$ cat config.mk
export PLATFORM = sky130hd
export DESIGN_NAME = calc_accumulator_engine
export DESIGN_NICKNAME = d
export VERILOG_FILES = /design/src/rtl/calc_accumulator_engine.sv
export SDC_FILE = /design/constraint.sdc
export NUM_CORES = 1
export LEC_CHECK = 0
export BUFFER_PORTS_ARGS = -buffer_cell sky130_fd_sc_hd__buf_2
export CORE_MARGIN = 2
export CORE_UTILIZATION = 55
export DETAILED_ROUTE_END_ITERATION = 12
export GPL_ROUTABILITY_DRIVEN = 0
export PLACE_DENSITY = 0.73
export SYNTH_ARGS = -nofsm -noshare
export SYNTH_HDL_FRONTEND = slang
export SYNTH_SLANG_ARGS = --single-unit
$ cat constraint.sdc
create_clock -name CLK -period 5.72 [get_ports CLK]
set_clock_uncertainty 0.05 [all_clocks]
set_input_delay 0.572 -clock CLK [delete_from_list [all_inputs] [get_ports CLK]]
set_output_delay 0.572 -clock CLK [all_outputs]
set_load 0.005 [all_outputs]
$ cat src/rtl/calc_accumulator_engine.sv
// Saturating signed accumulator with serial double-dabble BCD conversion of |acc|.
// Build option: CALC_LEADING_ZERO_BLANK_EN drives blank code 4'hF into leading-zero digits.
// state | meaning
// IDLE  | waiting for CMD_CLEAR / CMD_COMPUTE
// CALC  | apply latched command to the accumulator, load the shifter
// CONV  | one double-dabble step per cycle, MAG_W cycles
module calc_accumulator_engine #(
    parameter int DATA_WIDTH = 10,
    parameter int ACC_WIDTH  = 16,
    parameter int DIGITS     = 5
) (
    input  logic                    CLK,
    input  logic                    RESET,
    input  logic                    CMD_CLEAR,
    input  logic                    CMD_COMPUTE,
    input  logic                    CMD_OPERATION,
    input  logic [DATA_WIDTH-1:0]   OPERAND,
    output logic                    CMD_DONE,
    output logic                    BUSY,
    output logic [4*DIGITS-1:0]     RESULT_BCD,
    output logic                    RESULT_SIGN,
    output logic                    OVERFLOW
);

    localparam int MAG_W = ACC_WIDTH - 1;
    localparam int CNT_W = $clog2(MAG_W);

    localparam logic [1:0] S_IDLE = 2'd0;
    localparam logic [1:0] S_CALC = 2'd1;
    localparam logic [1:0] S_CONV = 2'd2;

    localparam logic signed [ACC_WIDTH:0]   MAX_EXT = {2'b00, {(ACC_WIDTH-1){1'b1}}};
    localparam logic signed [ACC_WIDTH:0]   MIN_EXT = {2'b11, {(ACC_WIDTH-2){1'b0}}, 1'b1};
    localparam logic [ACC_WIDTH-1:0]        MAX_ACC = {1'b0, {(ACC_WIDTH-1){1'b1}}};
    localparam logic [ACC_WIDTH-1:0]        MIN_ACC = {1'b1, {(ACC_WIDTH-2){1'b0}}, 1'b1};

    logic [1:0]              state_q;
    logic                    op_clear_q, op_sub_q;
    logic [DATA_WIDTH-1:0]   operand_q;
    logic [ACC_WIDTH-1:0]    acc_q, acc_d;
    logic                    ovf_pend_q, ovf_d;
    logic [MAG_W-1:0]        mag_q, mag_d;
    logic [4*DIGITS-1:0]     bcd_q, bcd_adj, bcd_d, result_d;
    logic [CNT_W-1:0]        cnt_q;
    logic                    done_q, busy_q, sign_q, ovf_q;
    logic [4*DIGITS-1:0]     result_bcd_q;
    logic signed [ACC_WIDTH:0] acc_ext, opnd_ext, sum_ext;

    always_comb begin
        acc_ext  = $signed({acc_q[ACC_WIDTH-1], acc_q});
        opnd_ext = $signed({{(ACC_WIDTH+1-DATA_WIDTH){1'b0}}, operand_q});
        sum_ext  = op_sub_q ? (acc_ext - opnd_ext) : (acc_ext + opnd_ext);
        acc_d    = sum_ext[ACC_WIDTH-1:0];
        ovf_d    = 1'b0;
        if (op_clear_q) begin
            acc_d = '0;
        end else if (sum_ext > MAX_EXT) begin
            acc_d = MAX_ACC;
            ovf_d = 1'b1;
        end else if (sum_ext < MIN_EXT) begin
            acc_d = MIN_ACC;
            ovf_d = 1'b1;
        end
        // Clamped range excludes the most-negative code, so the magnitude fits MAG_W bits
        mag_d = acc_d[ACC_WIDTH-1] ? MAG_W'(-acc_d) : acc_d[MAG_W-1:0];
    end

    always_comb begin
        bcd_adj = bcd_q;
        for (int i = 0; i < DIGITS; i++) begin
            if (bcd_q[4*i +: 4] >= 4'd5) bcd_adj[4*i +: 4] = bcd_q[4*i +: 4] + 4'd3;
        end
        bcd_d = (bcd_adj << 1) | {{(4*DIGITS-1){1'b0}}, mag_q[MAG_W-1]};
    end

`ifdef CALC_LEADING_ZERO_BLANK_EN
    always_comb begin
        logic leading;
        result_d = bcd_d;
        leading  = 1'b1;
        for (int i = DIGITS-1; i >= 1; i--) begin
            if (leading && (bcd_d[4*i +: 4] == 4'd0)) result_d[4*i +: 4] = 4'hF;
            else                                      leading = 1'b0;
        end
    end
`else
    always_comb begin
        result_d = bcd_d;
    end
`endif

    always_ff @(posedge CLK or posedge RESET) begin
        if (RESET) begin
            state_q      <= S_IDLE;
            op_clear_q   <= 1'b0;
            op_sub_q     <= 1'b0;
            operand_q    <= '0;
            acc_q        <= '0;
            ovf_pend_q   <= 1'b0;
            mag_q        <= '0;
            bcd_q        <= '0;
            cnt_q        <= '0;
            done_q       <= 1'b0;
            busy_q       <= 1'b0;
            result_bcd_q <= '0;
            sign_q       <= 1'b0;
            ovf_q        <= 1'b0;
        end else begin
            done_q <= 1'b0;
            case (state_q)
                S_IDLE: begin
                    if (CMD_CLEAR) begin
                        op_clear_q <= 1'b1;
                        busy_q     <= 1'b1;
                        state_q    <= S_CALC;
                    end else if (CMD_COMPUTE) begin
                        op_clear_q <= 1'b0;
                        op_sub_q   <= CMD_OPERATION;
                        operand_q  <= OPERAND;
                        busy_q     <= 1'b1;
                        state_q    <= S_CALC;
                    end
                end
                S_CALC: begin
                    acc_q      <= acc_d;
                    ovf_pend_q <= ovf_d;
                    mag_q      <= mag_d;
                    bcd_q      <= '0;
                    cnt_q      <= '0;
                    state_q    <= S_CONV;
                end
                S_CONV: begin
                    mag_q <= mag_q << 1;
                    bcd_q <= bcd_d;
                    cnt_q <= cnt_q + 1'b1;
                    if (cnt_q == CNT_W'(MAG_W-1)) begin
                        result_bcd_q <= result_d;
                        sign_q       <= acc_q[ACC_WIDTH-1];
                        ovf_q        <= ovf_pend_q;
                        done_q       <= 1'b1;
                        busy_q       <= 1'b0;
                        state_q      <= S_IDLE;
                    end
                end
                default: state_q <= S_IDLE;
            endcase
        end
    end

    assign CMD_DONE    = done_q;
    assign BUSY        = busy_q;
    assign RESULT_BCD  = result_bcd_q;
    assign RESULT_SIGN = sign_q;
    assign OVERFLOW    = ovf_q;

endmodule

After elaboration in Yosys (flattened, before gate mapping)
Index checks and enable logic that the tools add are counted.
{"block": "classes", "n_lt_le_gt_ge": 7, "add_sub_neg": 9, "mux": 28, "n_reduce_logical": 9, "bitwise_logic": 2, "eq_ne": 5}
{"operator": "16-bit 2-to-1 mux", "n": 3}
{"operator": "20-bit one-hot mux with 2 select lines", "n": 1}
{"operator": "15-bit one-hot mux with 2 select lines", "n": 1}
{"operator": "4-bit by 3-bit >= comparator with 1-bit output (second input constant)", "n": 5}
{"operator": "20-bit by 1-bit bitwise OR with 20-bit output", "n": 1}
{"operator": "16-bit by 11-bit adder with 17-bit output", "n": 1}
{"operator": "17-bit by 16-bit > comparator with 1-bit output (second input constant)", "n": 1}
{"operator": "17-bit by 16-bit < comparator with 1-bit output (second input constant)", "n": 1}
{"operator": "17-bit 2-to-1 mux", "n": 1}
{"operator": "16-bit by 11-bit subtractor with 17-bit output", "n": 1}
{"operator": "4-bit by 2-bit adder with 4-bit output (second input constant)", "n": 4}
{"operator": "4-bit 2-to-1 mux", "n": 4}
{"operator": "15-bit 2-to-1 mux", "n": 1}
{"operator": "15-bit negation", "n": 1}
{"operator": "1-bit 2-to-1 mux", "n": 10}
{"operator": "4-bit one-hot mux with 2 select lines", "n": 1}
{"operator": "2-bit 2-to-1 mux", "n": 3}
{"operator": "2-bit one-hot mux with 3 select lines", "n": 1}
{"operator": "2-bit AND reduction", "n": 3}
{"operator": "3-bit AND reduction", "n": 2}
{"operator": "2-bit nonzero test", "n": 3}
{"operator": "4-bit by 1-bit adder with 4-bit output (second input constant)", "n": 1}
{"operator": "4-bit equality test (second input constant)", "n": 1}
{"operator": "3-bit by 2-bit adder with 3-bit output (second input constant)", "n": 1}
{"operator": "8 further kinds", "n": 8}
{"block": "totals", "out_inout_bits": 24, "in_bits": 15, "ff_bits": 94, "word_cells": 74}

Depth between registers and ports, before layout
Gate-level depths: netlist (run 1).
{"block": "logic_depth", "ltp_word": 9, "depth_mapped": 20, "depth_no_buf": 20}

Worst setup path after synthesis (run 1)
Ideal clock, no wire load.
{"block": "synth_timing", "kind": "reg2reg", "start": "reg operand_q[2]", "end": "reg mag_q[4]", "path_stages_with_launch": 20, "synth_period_minus_slack_ps": 4616, "t_required_ps": 5545, "setup_ps": 125, "path_slack_ps": 1104, "path_buffers": 0, "arrival_ps": 4442, "path_cell_list": "dfrtp_1 -> nor4_4 -> nor2b_1 -> a21oi_1 -> xnor2_1 -> ha_1 -> o21ai_0 -> o21bai_1 -> a31o_2 -> a31o_2 -> a31o_2 -> xor2_1 -> a41o_1 -> nand2_1 -> a31o_2 -> ha_1 -> a211o_1 -> o41ai_1 -> mux2i_1 -> a21oi_1"}
{"block": "synth_between", "elab_chain_len": 9, "elab_cells_between_ends": 11, "cone_classes": "add/sub: 3; order compare: 2; mux: 6"}
{"item": "start: declaration", "line_no": "39", "rtl": "logic [DATA_WIDTH-1:0] operand_q;"}
{"item": "start signal: assignment", "line_no": "97", "rtl": "operand_q <= '0;"}
{"item": "start signal: assignment", "line_no": "119", "rtl": "operand_q <= OPERAND;"}
{"item": "16-bit by 11-bit adder with 17-bit output or 16-bit by 11-bit subtractor with 17-bit output (tied branches)", "line_no": "52", "rtl": "sum_ext = op_sub_q ? (acc_ext - opnd_ext) : (acc_ext + opnd_ext);"}
{"item": "17-bit 2-to-1 mux *", "line_no": "52"}
{"item": "17-bit by 16-bit < comparator with 1-bit output", "line_no": "60", "rtl": "end else if (sum_ext < MIN_EXT) begin"}
{"item": "16-bit 2-to-1 mux", "line_no": "60"}
{"item": "16-bit 2-to-1 mux *", "line_no": "57", "rtl": "end else if (sum_ext > MAX_EXT) begin"}
{"item": "16-bit 2-to-1 mux *", "line_no": "55", "rtl": "if (op_clear_q) begin"}
{"item": "15-bit negation", "line_no": "65", "rtl": "mag_d = acc_d[ACC_WIDTH-1] ? MAG_W'(-acc_d) : acc_d[MAG_W-1:0];"}
{"item": "15-bit 2-to-1 mux *", "line_no": "65"}
{"item": "15-bit one-hot mux with 2 select lines *", "line_no": "110", "rtl": "case (state_q)"}
{"item": "end signal: assignment", "line_no": "127", "rtl": "mag_q <= mag_d;"}
{"item": "end signal: assignment", "line_no": "133", "rtl": "mag_q <= mag_q << 1;"}
{"item": "end: declaration", "line_no": "42", "rtl": "logic [MAG_W-1:0] mag_q, mag_d;"}
Every way passes the cells marked *; elsewhere a longest branch is shown, timed or not.
A chain may end at the register's enable or synchronous reset.

Final worst setup path (run 1)
{"block": "layout_timing", "start": "reg operand_q[2]", "end": "reg mag_q[2]"}
The elaborated chain is that of the path after synthesis.

==> results of run 1 <==
synthesized netlist by cell type, drive strengths merged (3+ instances only):
cell type and count:
nand2 77, o211ai 3, a31o 8, and2 3, a21oi 49, inv 42
nand2b 9, nand4 4, nand3 18, ha 34, a22o 3, or3 4
a211oi 3, a211o 4, o2111ai 6, nor2b 3, nor3 15, mux2i 7
o2bb2ai 7, nor2 43, and3 3, o22ai 19, o32ai 3, xor2 3
nor4 3, a21o 5, xnor2 31, mux2 21, clkbuf 24, buf 5
a31oi 8, o21ai 56, nor3b 10, a41oi 4, a22oi 5, maj3 3
dfrtp 94, o221ai 3, o21bai 5
final cells by class:
type                       count  area, µm²
timing repair buffer          44        235
inverter                      43        163
tap                          140        175
sequential                    94       2350
multi-input combinational    509       3440
clock inverter                 5       57.6
clock buffer                  10        138
fill                         938       4240
state kept, by name, indices dropped and copies added, names as in the netlist:
register	flops
acc_q	16
cnt_q	4
operand_q	10
op_sub_q	1
RESULT_BCD	20
OVERFLOW	1
state_q	2
bcd_q	20
BUSY	1
op_clear_q	1
RESULT_SIGN	1
CMD_DONE	1
mag_q	15
ovf_pend_q	1
worst max-delay path, cell delays in order, from the launching register on:
cell	delay, ns
dfrtp_1	0.47
nor4_4	0.44
nor2b_1	0.26
a21oi_1	0.11
xnor2_1	0.15
ha_1	0.34
o21ai_0	0.18
o21bai_1	0.15
a31o_2	0.26
a31o_2	0.21
a31o_2	0.22
xor2_1	0.42
a41o_1	0.35
nand2_1	0.18
a31o_2	0.31
ha_1	0.28
nand2_1	0.11
a21oi_1	0.08
a2111o_1	0.40
a31oi_1	0.19
layer usage:
layer  share of wire (%)  track usage [%]  up-vias
li1                    -                -     2499
met1                  45             33.5     2487
met2                  48             42.0      166
met3                 5.3             5.26       33
met4                 2.1             9.34        0
met5                   0                0        -
placed cells by master, fill, tap and decap left out, types with 6 or more instances in the layout:
cell type	instances
mux2i_1	7
buf_4	6
a31o_2	6
nor3_1	14
ha_1	34
clkbuf_8	10
mux2_2	21
buf_2	38
o2bb2ai_1	7
nand2b_1	9
xnor2_1	31
a21oi_1	49
o22ai_1	19
nand3_1	18
a31oi_1	8
nor2_1	43
inv_1	41
nand2_1	76
o21ai_0	55
nor3b_1	9
dfrtp_1	94
cell families (layout without fill, tap and decap cells):
| kind of cell | count (synthesis) | in the layout | synth area share (%) |
|---|---|---|---|
| flops | 94 | 94 | 38.7 |
| buf+inv | 72 | 102 | 4.68 |
| xor+xnor | 34 | 34 | 4.90 |
| simple gates | 199 | 199 | 15.8 |
| mux | 28 | 28 | 5.05 |
| compound gates | 210 | 210 | 23.0 |
| fa+ha+maj | 38 | 38 | 7.83 |
metrics by stage:
| step | instance area, µm² | instances | setup WS (ns) | util [%] | hold WS [ns] |
|---|---|---|---|---|---|
| 2_1_floorplan | 6070 | 675 | 1.10 | - | 0.405 |
| 3_3_place_gp | 6360 | 830 | 0.753 | 58.9 | 0.402 |
| 3_5_place_dp | 6360 | 830 | 0.597 | 58.9 | 0.416 |
| 4_1_cts | 6560 | 845 | 0.555 | 60.7 | 0.161 |
| 5_1_grt | 6560 | 845 | 0.105 | 60.7 | 0.190 |
| 6_report | 6560 | 845 | 0.501 | 60.7 | 0.148 |
path summary, 6_finish.rpt:
| kind | cells after the start | endpoint | from | slack, ns |
|---|---|---|---|---|
| max reg2reg | 19 | mag_q[2] | operand_q[2] | 0.50 |
| min reg2reg | 2 | RESULT_BCD[18] | RESULT_BCD[18] | 0.43 |
| min in group CLK | 2 | operand_q[9] | OPERAND[9] | 0.35 |
| min | 2 | OVERFLOW | RESET | 0.15 |
| max in group asynchronous | 3 | RESULT_BCD[9] | RESET | 4.27 |
| max | 19 | mag_q[2] | operand_q[2] | 0.50 |
==> reports/qor.yml, run 1 <==
dp_hpwl_um: 10500
rsz0062_at_grt: "no"
hold_buffers: 0
worstSetupPathType: "flop to flop"
drive_gt1_share_pct: 13.8
fin_crit_ns: 5.22
worstSetupStartpointType: "flop"
synth_edf_count: 0
drv_slew: 0
grt_pass1_vias: 4834
dieArea_um2: 11900
yosysWarnings: 0
seq_area_frac_synth_pct: 38.7
status: "complete, no violations"
synth_area_leaders: "dfrtp_1 (39%), ha_1 (7.0%), nand2_1 (4.7%)"
fin_tns_setup_ns: 0
antenna_cells: 0
hp-class: "primary input to async pin"
io_buffers: 38
avgSynthCellArea_um2: 9.00
synth_fp_nets: 725
synth_top_cell_by_area: "dfrtp_1"
h-tree-depth: 3
first_pass_iters: 5
grt_max_degree: 64
numCtsBuffers: 9
antenna_found_initial: 0
clockRootBuffer: "clkbuf_8"
timing.fmax_mhz: 192
gr-usage-all-layers_pct: 25.6
die_h_um: 109
clockBufferDepth: 2
wl_per_cell_um: 17.0
syn_area_um2: 6070
start_util_pct: 56.3
num_io_pins: 39
arrival_ns: 5.49
grt_pass1_wl_um: 23700
clock_latency_ns: 0.40
die_width_um: 109
final-hold-violation-count: 0
drt-total-wl_um: 14400
cp.required_ns: 5.99
ant_nets: 0
initialDrtViolationCount: 447
synth_top_area_share_pct: 38.7
viasPerCell: 6.14
grt-ovfl-total: 0
worstSetupEndpointType: "flop"
cap_violations: 0
crit_fanout: 7
dr_total_vias: 5185
post_cts_buffers: 0
relSlewSlack_pct: 37.0
syn_to_final_growth_pct: 7.97
rows: 38
clkSlewWorstSetupHoldPaths_ns: 0.09
post_cts_resized: 0
worst_pin_slew_ns: 0.942
ys.flop_type: "dfrtp_1"
async_flop_share_pct: 100
synth_cells: 675
period_share_pct: 91.2
ys_ff_latch: 94
core_um2: 10800
cts_tree: "yes"
cts.sinks: 94
setup_violations: 0
nets: 751
yosysUniqueCellTypes: 75
route.detailed.drc: 0
Power of run 1 is left out: the tool's default activity adds up to more than one toggle a clock period on the data nets, which glitch-free logic cannot reach.
==> run 2, diff against run 1 <==
clock period = 6.2 ns   (was 5.72 ns; I/O delays follow)
==> reports/qor.yml, run 2 (synthesis results as in run 1) <==
status: "complete, no violations"
cts.sinks: 94  # unchanged
clkSlewWorstSetupHoldPaths_ns: 0.10  # about the same
nets: 750  # -0.13%
h-tree-depth: 3  # unchanged
layout_common_cells: "dfrtp_1 (94), nand2_1 (76), o21ai_0 (55)"
rows: 38  # unchanged
grt_pass1_vias: 5030  # +4.1%
gr-usage-all-layers_pct: 25.3  # -0.33 points
initialDrtViolationCount: 493  # +10%
hold_slack_ns: 0.217  # +0.0692 ns
rsz0062_at_grt: "no"
viasPerCell: 6.22  # +1.4%
grt_pass1_wl_um: 23800  # +0.41%
crit_chain: "nor4_4 > nor2b_1 > a21oi_1 > xnor2_1 > ha_1 > and3_1 > nand2_1 > a21oi_1 > o21bai_1 > a31o_2 > xor2_1 > a41o_1 > nand2_1 > a31o_2 > ha_1 > nand2_1 > a21oi_1 > a2111o_1 > a31oi_1"
grt_max_degree: 64  # unchanged
syn_to_final_growth_pct: 9.05
start_util_pct: 56.3  # unchanged
max_stage_delay_ns: 0.48  # about the same
rrSetupSlack_ns: 0.99  # +0.49 ns
fin_crit_ns: 5.21  # -0.0116 ns
post_dp_cell_area_um2: 6350  # -0.12%
period_share_pct: 84.0  # -7.3 points
io_buffers: 38  # unchanged
r2r-start: "operand_q[2]"
numCtsBuffers: 9  # unchanged
route.detailed.drc: 0  # unchanged
cap_violations: 0  # unchanged
fin_area_um2: 6620  # +0.99%
die_h_um: 109  # unchanged
crit_buf_inv: 0  # unchanged
post_cts_buffers: 0  # unchanged
clockRootBuffer: "clkbuf_8"
drv_slew: 0  # unchanged
relSlewSlack_pct: 35.2  # -1.8 points
cp.required_ns: 6.46  # +0.47 ns
dr_total_vias: 5255  # +1.4%
utilization_pct: 61.3  # +0.60 points
worstSetupEndpointType: "flop"
final_common_cell: "dfrtp_1"
setup_violations: 0  # unchanged
register_area_um2: 2350  # unchanged
worst_pin_slew_ns: 0.969  # +0.0266 ns
wl_per_cell_um: 17.0  # -0.13%
num_io_pins: 39  # unchanged
core_um2: 10800  # unchanged
timing.fmax_mhz: 192  # +0.22%
first_pass_iters: 5  # unchanged
worstSetupPathType: "flop to flop"
cts_tree: "yes"
cp_slowest_cell: "dfrtp_1"
multi_input_area_um2: 3440  # unchanged
antenna_found_initial: 0  # unchanged
clockBufferDepth: 2  # unchanged
startpoint: "operand_q[2]"
ant_nets: 0  # unchanged
nFillCells: 894  # -4.7%
die_width_um: 109  # unchanged
dieArea_um2: 11900  # unchanged
post_cts_resized: 0  # unchanged
grt-ovfl-total: 0  # unchanged
final-hold-violation-count: 0  # unchanged
drt-total-wl_um: 14400  # -0.13%
antenna_cells: 0  # unchanged
cpLargestDelayFamily: "compound AO/OA/AOI/OAI gates"
drive_gt1_share_pct: 13.8  # unchanged
hold_buffers: 0  # unchanged
hp-class: "primary input to async pin"
clock_latency_ns: 0.38  # -0.02 ns
worstSetupStartpointType: "flop"
dp_hpwl_um: 10600  # +1.1%
crit_fanout: 7  # unchanged
fin_tns_setup_ns: 0  # unchanged
arrival_ns: 5.47  # -0.02 ns
-- run 2: cell types whose count changed in the layout (fill, tap and decap cells not counted) --
cell / delta
clkbuf_8: -1
clkinv_2: -2
buf_4: -1
clkinvlp_4: +2
clkinv_4: -1
bufinv_16: +3
-- run 2: metrics by stage --
step	instances	setup slack, ns
floorplan	675	1.58
global placement	829	1.22
detailed placement	829	1.08
CTS	845	1.06
global route	845	0.601
finish	845	0.993
-- run 2: worst paths after layout --
check / end / cells past startpoint
worst min-delay path: RESULT_SIGN / 2
worst max register to register: mag_q[2] / 19
worst max-delay path: mag_q[2] / 19
max in group asynchronous: bcd_q[2] / 3
worst min register to register: RESULT_BCD[18] / 2
min in group CLK: operand_q[7] / 2
-- run 2: final cells by class --
cell class	instances	area share [%]
sequential	94	35.5
tap	140	2.65
multi-input combinational	509	51.9
clock buffer	9	1.87
timing repair buffer	43	3.44
inverter	43	2.46
clock inverter	7	2.17
-- run 2: routing by layer --
metal  part of all wire (%)  wire [µm]  GRT usage (%)
met1                     43       6200           32.1
met2                     49       7030           41.3
met3                    5.5        796           6.58
met4                    2.3        327           9.80
met5                      0          0              0
Power of run 2 is left out for the same reason.
==> run 3, diff against run 2 <==
PLACE_DENSITY = 0.76   (was 0.73)
clock period = 4.77 ns   (was 6.2 ns; I/O delays follow)
==> reports/qor.yml, run 3 (synthesis results as in run 1) <==
period_share_pct: 96.5  # +13 points
worst_pin_slew_ns: 0.995  # +0.0261 ns
grt_max_degree: 51  # -20%
instances_no_fill: 868  # +2.7%
numPlacedInstances: 843  # +1.7%
drv_slew: 0  # unchanged
nets: 773  # +3.1%
core_um2: 10800  # unchanged
drt-total-wl_um: 14800  # +3.1%
die_h_um: 109  # unchanged
utilization_pct: 63.4  # +2.1 points
dr_total_vias: 5236  # -0.36%
grt_pass1_vias: 5034  # +0.080%
final-hold-violation-count: 0  # unchanged
fin_area_um2: 6840  # +3.3%
drive_gt1_share_pct: 19.0  # +5.2 points
rows: 38  # unchanged
final_common_cell: "dfrtp_1"
layout_common_cells: "dfrtp_1 (94), nand2_1 (76), o21ai_0 (53)"
clockRootBuffer: "clkbuf_8"
antenna_found_initial: 0  # unchanged
clkSlewWorstSetupHoldPaths_ns: 0.10  # about the same
clock_latency_ns: 0.38  # about the same
start_util_pct: 56.3  # unchanged
gr-usage-all-layers_pct: 25.8  # +0.50 points
cp.required_ns: 5.02  # -1.44 ns
clockBufferDepth: 2  # unchanged
io_buffers: 38  # unchanged
post_dp_cell_area_um2: 6460  # +1.7%
antenna_cells: 0  # unchanged
die_width_um: 109  # unchanged
hold_slack_ns: 0.192  # -0.0249 ns
dieArea_um2: 11900  # unchanged
wl_per_cell_um: 17.1  # +0.35%
worstSetupEndpointType: "flop"
hold_buffers: 0  # unchanged
crit_fanout: 6  # -1
arrival_ns: 4.85  # -0.62 ns
num_io_pins: 39  # unchanged
initialDrtViolationCount: 533  # +8.1%
numCtsBuffers: 9  # unchanged
grt_pass1_wl_um: 24200  # +1.9%
worstSetupStartpointType: "flop"
dp_hpwl_um: 10800  # +1.9%
hp-class: "primary input to async pin"
grt-ovfl-total: 0  # unchanged
status: "complete, no violations"
ant_nets: 0  # unchanged
cts.sinks: 94  # unchanged
setup_violations: 0  # unchanged
viasPerCell: 6.03  # -3.0%
nFillCells: 900  # +0.67%
syn_to_final_growth_pct: 12.7
timing.fmax_mhz: 217  # +13%
h-tree-depth: 3  # unchanged
rrSetupSlack_ns: 0.17  # -0.83 ns
cap_violations: 0  # unchanged
worstSetupPathType: "flop to flop"
cts_tree: "yes"
route.detailed.drc: 0  # unchanged
fin_crit_ns: 4.60  # -0.603 ns
first_pass_iters: 5  # unchanged
relSlewSlack_pct: 33.4  # -1.7 points
[run 3: changes by cell type in the layout (fill, tap and decap cells not counted), moves of 3 or more]
cell | previous run | this run
bufinv_16 | 4 | 1
ha_1 | 34 | 31
ha_2 | 0 | 3
a21oi_1 | 49 | 46
buf_4 | 5 | 28
a21oi_2 | 0 | 3
[run 3: cell type report]
class,instances,area (µm²),share of cell area (%)
clock buffer,10,128,1.87
inverter,43,163,2.38
tap,140,175,2.56
timing repair buffer,66,400,5.85
clock inverter,6,71.3,1.04
multi-input combinational,509,3550,51.9
sequential,94,2350,34.4
[run 3: layer usage]
metal	routed length, µm	track usage [%]	part of all wire, %	vias up
li1	-	-	-	2539
met1	6650	34.7	45	2471
met2	7060	42.3	48	198
met3	849	4.60	5.7	28
met4	244	8.24	1.6	0
met5	0	0	0	-
[run 3: repair_timing]
action	in CTS	in global routing
buffers inserted	0	9
setup endpoints to repair	0	9
gates resized for setup	0	26
[run 3: worst paths after layout]
check | cells after the start | end | start
setup / recovery | 19 | mag_q[10] | operand_q[5]
hold / removal | 2 | BUSY | RESET
setup reg to reg | 19 | mag_q[10] | operand_q[5]
hold reg to reg | 2 | RESULT_BCD[17] | RESULT_BCD[17]
max in group asynchronous | 3 | acc_q[5] | RESET
min in group CLK | 2 | operand_q[9] | OPERAND[9]
[run 3: worst max-delay path, cell delays in order, from the launching register on]
cell and delay [ns]:
dfrtp_1 0.44, nor4_4 0.36, nor2b_4 0.23, a21oi_1 0.09, xnor2_1 0.14, ha_1 0.36, o21ai_0 0.19, o21bai_1 0.14
buf_4 0.16, nor2_1 0.22, mux2i_1 0.34, nor2_1 0.12, a41o_1 0.27, nand2_1 0.14, a31o_2 0.21, ha_2 0.25
o2111ai_4 0.18, a21oi_2 0.16, mux2_2 0.34, o21ai_0 0.15
[run 3: stage by stage]
step	worst slack, ns	setup TNS [ns]
after global placement	0.205	0
after detailed placement	0.0211	0
final	0.166	0
after floorplan	0.154	0
after global routing	-0.0295	-0.0566
after CTS	0.00739	0
Power of run 3 is left out for the same reason.
